## src/rtl/bit_serializer.sv

```systemverilog
// Parallel-to-serial front end: WIDTH-bit words in over valid/ready, one registered bit per cycle out on x.
// Latency: first bit one cycle after acceptance; back-to-back words stream gap-free via a one-word holding register.
// Backpressure: in_ready drops while the holding register is full (and during reset).
module bit_serializer #(
    parameter int WIDTH     = 8,
    parameter bit MSB_FIRST = 1'b1,
    parameter bit IDLE_BIT  = 1'b0
) (
    input  logic             clk,
    input  logic             rst,
    input  logic [WIDTH-1:0] in_data,
    input  logic             in_valid,
    output logic             in_ready,
    output logic             x,
    output logic             x_valid,
    output logic             busy
);
    localparam int CW = $clog2(WIDTH);
    localparam logic [CW-1:0] LAST = CW'(WIDTH - 1);

    typedef enum logic {IDLE, SHIFT} state_t;

    state_t           state;
    logic [WIDTH-1:0] sh;
    logic [WIDTH-1:0] hold;
    logic [CW-1:0]    cnt;
    logic             hold_full;
    logic             take;
    logic             cur_bit;
    logic [WIDTH-1:0] shifted;

    assign in_ready = !hold_full && !rst;
    assign take     = in_valid && in_ready;
    assign busy     = (state == SHIFT) || hold_full;

    // The emitted end of sh is fixed by MSB_FIRST; the shift always moves toward it.
    assign cur_bit = MSB_FIRST ? sh[WIDTH-1] : sh[0];
    assign shifted = MSB_FIRST ? {sh[WIDTH-2:0], 1'b0} : {1'b0, sh[WIDTH-1:1]};

    always_ff @(posedge clk) begin
        if (rst) begin
            state     <= IDLE;
            sh        <= '0;
            hold      <= '0;
            cnt       <= '0;
            hold_full <= 1'b0;
            x         <= IDLE_BIT;
            x_valid   <= 1'b0;
        end else begin
            case (state)
                IDLE: begin
                    x       <= IDLE_BIT;
                    x_valid <= 1'b0;
                    if (take) begin
                        sh    <= in_data;
                        cnt   <= '0;
                        state <= SHIFT;
                    end
                end
                SHIFT: begin
                    x       <= cur_bit;
                    x_valid <= 1'b1;
                    if (cnt == LAST) begin
                        // A full hold blocks in_ready, so take and drain never coincide.
                        if (hold_full) begin
                            sh        <= hold;
                            cnt       <= '0;
                            hold_full <= 1'b0;
                        end else if (take) begin
                            sh  <= in_data;
                            cnt <= '0;
                        end else begin
                            sh    <= shifted;
                            cnt   <= '0;
                            state <= IDLE;
                        end
                    end else begin
                        sh  <= shifted;
                        cnt <= cnt + CW'(1);
                        if (take) begin
                            hold      <= in_data;
                            hold_full <= 1'b1;
                        end
                    end
                end
                default: state <= IDLE;
            endcase
        end
    end
endmodule
```

## config.mk

```make
export PLATFORM = sky130hd
export DESIGN_NAME = bit_serializer
export DESIGN_NICKNAME = d
export VERILOG_FILES = /design/src/rtl/bit_serializer.sv
export SDC_FILE = /design/constraint.sdc
export NUM_CORES = 1
export LEC_CHECK = 0
export BUFFER_PORTS_ARGS = -buffer_cell sky130_fd_sc_hd__buf_2
export CORE_ASPECT_RATIO = 0.8
export CORE_UTILIZATION = 45
export CTS_CLUSTER_DIAMETER = 30
export DETAILED_ROUTE_END_ITERATION = 8
export HOLD_SLACK_MARGIN = 0.08
export PLACE_DENSITY_LB_ADDON = 0.3
export SLEW_MARGIN = 20
export SYNTH_ARGS = -nofsm -noshare
export SYNTH_HDL_FRONTEND = slang
export SYNTH_SLANG_ARGS = --single-unit
```

## constraint.sdc

```tcl
create_clock -name clk -period 2 [get_ports clk]
set_clock_uncertainty 0.05 [all_clocks]
set_input_delay 0.5 -clock clk [delete_from_list [all_inputs] [get_ports clk]]
set_output_delay 0.5 -clock clk [all_outputs]
set_load 0.1 [all_outputs]
```

==> results of run 1 <==
-- cell type report --
| type | count | area [sq um] | share of cell area |
|---|---|---|---|
| flip-flops and latches | 23 | 461.7 | 0.3607 |
| clock buffers | 3 | 22.52 | 0.01760 |
| well taps | 25 | 31.28 | 0.02444 |
| repair buffers | 21 | 152.6 | 0.1193 |
| multi-input cells | 99 | 599.3 | 0.4682 |
| inverters | 2 | 7.507 | 0.005865 |
| clock inverters | 1 | 5.005 | 0.003910 |
-- critical path, stage by stage, from the launching register on --
cell	delay [ps]
dfxtp_1	460
or2_2	360
buf_12	170
-- kinds of logic (layout without fill, tap and decap cells) --
family	after synthesis	count (layout)	synth area share
buffers and inverters	8	27	0.02887
multiplexers	9	9	0.08314
AND/OR/NAND/NOR	65	65	0.3037
flip-flops	23	23	0.4249
adder cells (fa/ha/maj)	2	2	0.02309
AO/OA/AOI/OAI	23	23	0.1363
-- through the flow --
step | cell area (sq um) | setup slack [ps] | hold WS [ps]
floorplan | 1091 | 48.71 | 380.1
global route | 1280 | 28.32 | 394.6
global placement | 1251 | 319.3 | 400.6
finish | 1280 | 132.6 | 395.9
CTS | 1279 | 55.85 | 388.0
detailed placement | 1251 | 283.3 | 401.0
-- registers in the layout, indices dropped and copies added (netlist names) --
name	count
hold	8
sh	8
cnt	3
hold_full	1
state	1
x	1
x_valid	1
-- how the worst min path moves through the flow --
stage	from	to	slack, ps
final	in_data[4]	hold[4]	400
after global routing	in_data[4]	hold[4]	390
after CTS	in_data[4]	hold[4]	390
after detailed placement	sh[7]	x	400
after global placement	sh[2]	sh[3]	400
after floorplan	sh[7]	x	380
-- cells in the mapped netlist (all sizes together) --
library cell,number
a21oi,6
nand2,25
nor3b,1
or2,1
nor4bb,1
buf,1
nand3b,3
ha,2
dfxtp,23
inv,2
o22a,1
nand3,7
nor3,1
nand2b,11
clkbuf,5
o21a,1
and2,1
o221ai,7
mux2i,9
nor2,14
o21ai,8
-- where the power goes --
group          internal [mW]  switching [mW]  total [mW]
Clock                 0.0749           0.141       0.216
Combinational         0.0739           0.113       0.187
Sequential             0.486          0.0233       0.510
Total                  0.635           0.278       0.913
-- routing by layer --
metal / track usage / vias to the layer above / wire [microns]
met5: 0 / - / 0
met4: 0.06341 / 0 / 25
met3: 0.05114 / 4 / 127
met2: 0.3429 / 23 / 1066
met1: 0.2586 / 466 / 1097
li1: - / 484 / -
-- timing repair --
action / in CTS / in global routing
endpoints found under the hold margin: 0 / 0
hold buffers: 0 / 0
setup endpoints to repair: 0 / 1
resized for setup: 0 / 1
==> reports/qor.csv, run 1 <==
metric,value,unit
status,finished with violations,
ys_seq_area_frac,0.4249,
vdd_drop_max,0.0004418,V
grt_pass1_wl,3.933,mm
dp.cells,170,
cp-end-kind,primary output,
drive_above_1_share,0.2081,
p_per_area,713.1,nW/um^2
reg2reg_depth,6,
cts_made_buffers,3,
rsz0062_at_grt,no,
htreeDepth,1,
cts_tree,built,
cp-startpoint,state,
fmax,535.5,MHz
startpoint_type,register,
yosys-top-cells-area,"dfxtp_1, nand2_1, mux2i_1",
place.gp.congestion,0.7761,
setup_viol,0,
reg2reg_slack,380,ps
hold_class,in -> reg,
synth_warnings,0,
synth.avg_cell_area,8.335,sq um
netlist_area,1084,sq um
port_buffers,14,
syn_to_final_growth,18.13,%
relSlewSlack,0.6802,
clock-sinks,23,
final_core_util,0.5780,
globalRouteOverflowTotal,0,
drv_cap,0,
antenna_found_initial,0,
holdPathStages,3,
final_nets,163,
die_x,56.86,microns
hpwl,1.684,mm
min_period,1867,ps
num_rows,15,
drtAntennaViolNets,0,
fin_cells,174,
hold_viol_final,0,
ys_ff_latch,23,
violations,DRC,
wl_per_cell,13.31,microns
path_class,reg -> out,
viasPerCell,5.615,
synth_top_cell_by_area,dfxtp_1,
worstPathRequired,1450,ps
antenna_cells,0,
synth_top_area_share,0.4249,
power,0.9128,mW
cp_max_fo,14,
ios,15,
final_cell_mix,"nand2_1, dfxtp_1, nor2_1",
endpoint,busy,
wl,2.316,mm
worst_r2r_endpoint,hold[2],
synthCells,130,
core_area,2215,sq um
p_leak,0.5181,nW
num_vias,977,
cts_buffer_depth,2,
syn_nets,143,
firstDrtPassIters,6,
synth.distinct_cells,24,
die_area,2609,sq um
finalCritPeriodShare,0.9337,
drt_iter0_drc,39,
post-route-drc-count,4,
max_slew.worst_pin.slew,483.0,ps
fp.dieH,45.89,microns
clock_latency,320,ps
grt_start_max_net_pins,15,
clkTransAtPathRegs,130,ps
grt_pass1_vias,876,
r2r-start,cnt[0],
setup_tns,0,ps
postCtsSetupBuffers,0,
start_util,0.4893,
nFillCells,207,
cts_root_buffer,clkbuf_4,
grtUsageTotal,0.2024,
drv_slew,0,
crit_arrival,1320,ps
final_common_cell,nand2_1,
(Power assumes the default switching activity.)
==> run 2, diff against run 1 <==
--- a/config.mk
+++ b/config.mk
@@ -5,13 +5,14 @@
 export SDC_FILE = /design/constraint.sdc
 export NUM_CORES = 1
 export LEC_CHECK = 0
+export ABC_CLOCK_PERIOD_IN_PS = 2000
 export BUFFER_PORTS_ARGS = -buffer_cell sky130_fd_sc_hd__buf_2
 export CORE_ASPECT_RATIO = 0.8
 export CORE_UTILIZATION = 45
 export CTS_CLUSTER_DIAMETER = 30
 export DETAILED_ROUTE_END_ITERATION = 8
 export HOLD_SLACK_MARGIN = 0.08
-export PLACE_DENSITY_LB_ADDON = 0.3
+export PLACE_DENSITY = 0.74
 export SLEW_MARGIN = 20
 export SYNTH_ARGS = -nofsm -noshare
 export SYNTH_HDL_FRONTEND = slang
==> run 2 against run 1 <==
  * The flow still finishes with violations (DRC)
  * Critical endpoint unchanged
  * First-iteration DRC count is 28% higher
  * Highest routed layer unchanged
  * Largest cell class unchanged
  * Sequential cell count unchanged
  * Combinational power increased by 2%
  * Register-to-register slack worse by 150 ps
==> reports/qor.csv, run 2 (synthesis results as in run 1) <==
metric,value,unit,change
relSlewSlack,0.6067,,-0.07349
violations,DRC,,
startpoint_type,register,,
clock-sinks,23,,unchanged
globalRouteOverflowTotal,0,,unchanged
viasPerCell,5.494,,-2.1%
final_nets,163,,unchanged
ctsResizeCount,0,,unchanged
grt_pass1_vias,899,,+2.6%
grtUsageTotal,0.2057,,+0.003370
wl_per_cell,13.62,microns,+2.3%
postLayoutCellArea,1277,sq um,-0.20%
die_x,56.86,microns,unchanged
layout_setup_ws,141.9,ps,+9.326 ps
fp.dieH,45.89,microns,unchanged
setup_tns,0,ps,unchanged
biggestRegsByFlops,"hold x8, sh x8, cnt x3",,
postCtsSetupBuffers,0,,unchanged
syn_to_final_growth,17.90,%,
p_per_area,715.9,nW/um^2,+0.39%
status,finished with violations,,
dp.cells,170,,unchanged
crit_arrival,1310,ps,about the same
finalCritPeriodShare,0.9290,,-0.004663
crit_path_max_incr_delay,460,ps,about the same
hpwl,1.671,mm,-0.77%
core_area,2215,sq um,unchanged
p_leak,0.5149,nW,-0.62%
dpl_cell_area,1251,sq um,unchanged
place_ws,256.1,ps,-27.20 ps
start_util,0.4893,,unchanged
drive_above_1_share,0.1946,,-0.01342
htreeDepth,1,,unchanged
min_period,1858,ps,-9.326 ps
num_vias,956,,-2.1%
grt_start_max_net_pins,21,,+6
worstPathRequired,1450,ps,about the same
clock_latency,320,ps,about the same
crit_family,flip-flops,,
drt_iter0_drc,50,,+28%
antenna_found_initial,0,,unchanged
ios,15,,unchanged
fmax,538.2,MHz,+0.50%
fin_cells,174,,unchanged
hold_viol_final,0,,unchanged
clkTransAtPathRegs,120,ps,about the same
power,0.9146,mW,+0.20%
wl,2.370,mm,+2.3%
max_slew.worst_pin.slew,587.7,ps,+104.7 ps
cp-end-kind,primary output,,
cp_slowest_cell,dfxtp_1,,
setup_viol,0,,unchanged
cts_root_buffer,clkbuf_4,,
cts_made_buffers,3,,unchanged
final_cell_mix,"nand2_1, dfxtp_1, nor2_1",,
cts_buffer_depth,2,,unchanged
hold_class,in -> reg,,
rsz0062_at_grt,no,,
die_area,2609,sq um,unchanged
place.gp.congestion,0.7903,,+1.8%
grt_pass1_wl,3.953,mm,+0.51%
drv_cap,0,,unchanged
holdBufCountCts,0,,unchanged
drv_slew,0,,unchanged
firstDrtPassIters,6,,unchanged
cp_max_fo,14,,unchanged
final_common_cell,nand2_1,,
num_rows,15,,unchanged
post-route-drc-count,4,,unchanged
path_class,reg -> out,,
antenna_cells,0,,unchanged
drtAntennaViolNets,0,,unchanged
cp_cell_sequence,or2_2 > buf_12,,
port_buffers,14,,unchanged
vdd_drop_max,0.0003859,V,-13%
critPathBufInv,1,,unchanged
cts_tree,built,,
==> run 2: layout make-up <==
type / instances / area, sq um
multi-input combinational: 99 / 599.3
sequential: 23 / 460.4
tap: 25 / 31.28
inverter: 2 / 7.507
clock buffer: 4 / 26.28
timing repair buffer: 21 / 152.6
fill: 220 / 937.1
==> run 2: per-layer routing <==
metal / vias up / wire (microns) / GRT usage
li1: 488 / - / -
met1: 445 / 1135 / 0.2439
met2: 18 / 1089 / 0.3548
met3: 5 / 102 / 0.05966
met4: 0 / 43 / 0.09268
met5: - / 0 / 0
==> run 2: report_power, final <==
group / total [mW] / internal [mW] / switching (mW)
Sequential: 0.505 / 0.486 / 0.0189
Combinational: 0.191 / 0.0748 / 0.116
Clock: 0.219 / 0.0782 / 0.141
Total: 0.915 / 0.639 / 0.276
==> run 2: worst min-delay path: cells and delay by family <==
| kind | cells | cell delay (ps) |
|---|---|---|
| buf+inv | 1 | 100 |
| mux | 1 | 70 |
| simple gates | 1 | 70 |
==> run 2: worst paths after layout <==
kind / from / to / slack (ps) / cells after the start
worst max-delay path: state / busy / 140 / 2
worst min-delay path: in_data[5] / hold[5] / 390 / 3
worst max register to register: cnt[0] / sh[4] / 230 / 6
worst min register to register: sh[0] / sh[1] / 420 / 2
==> run 2: metrics by stage <==
stage / hold WS (ps) / utilization
4_1_cts: 385.8 / 0.5768
3_3_place_gp: 400.6 / 0.5650
6_report: 393.9 / 0.5768
5_1_grt: 383.8 / 0.5768
3_5_place_dp: 405.8 / 0.5650
2_1_floorplan: 380.1 / -
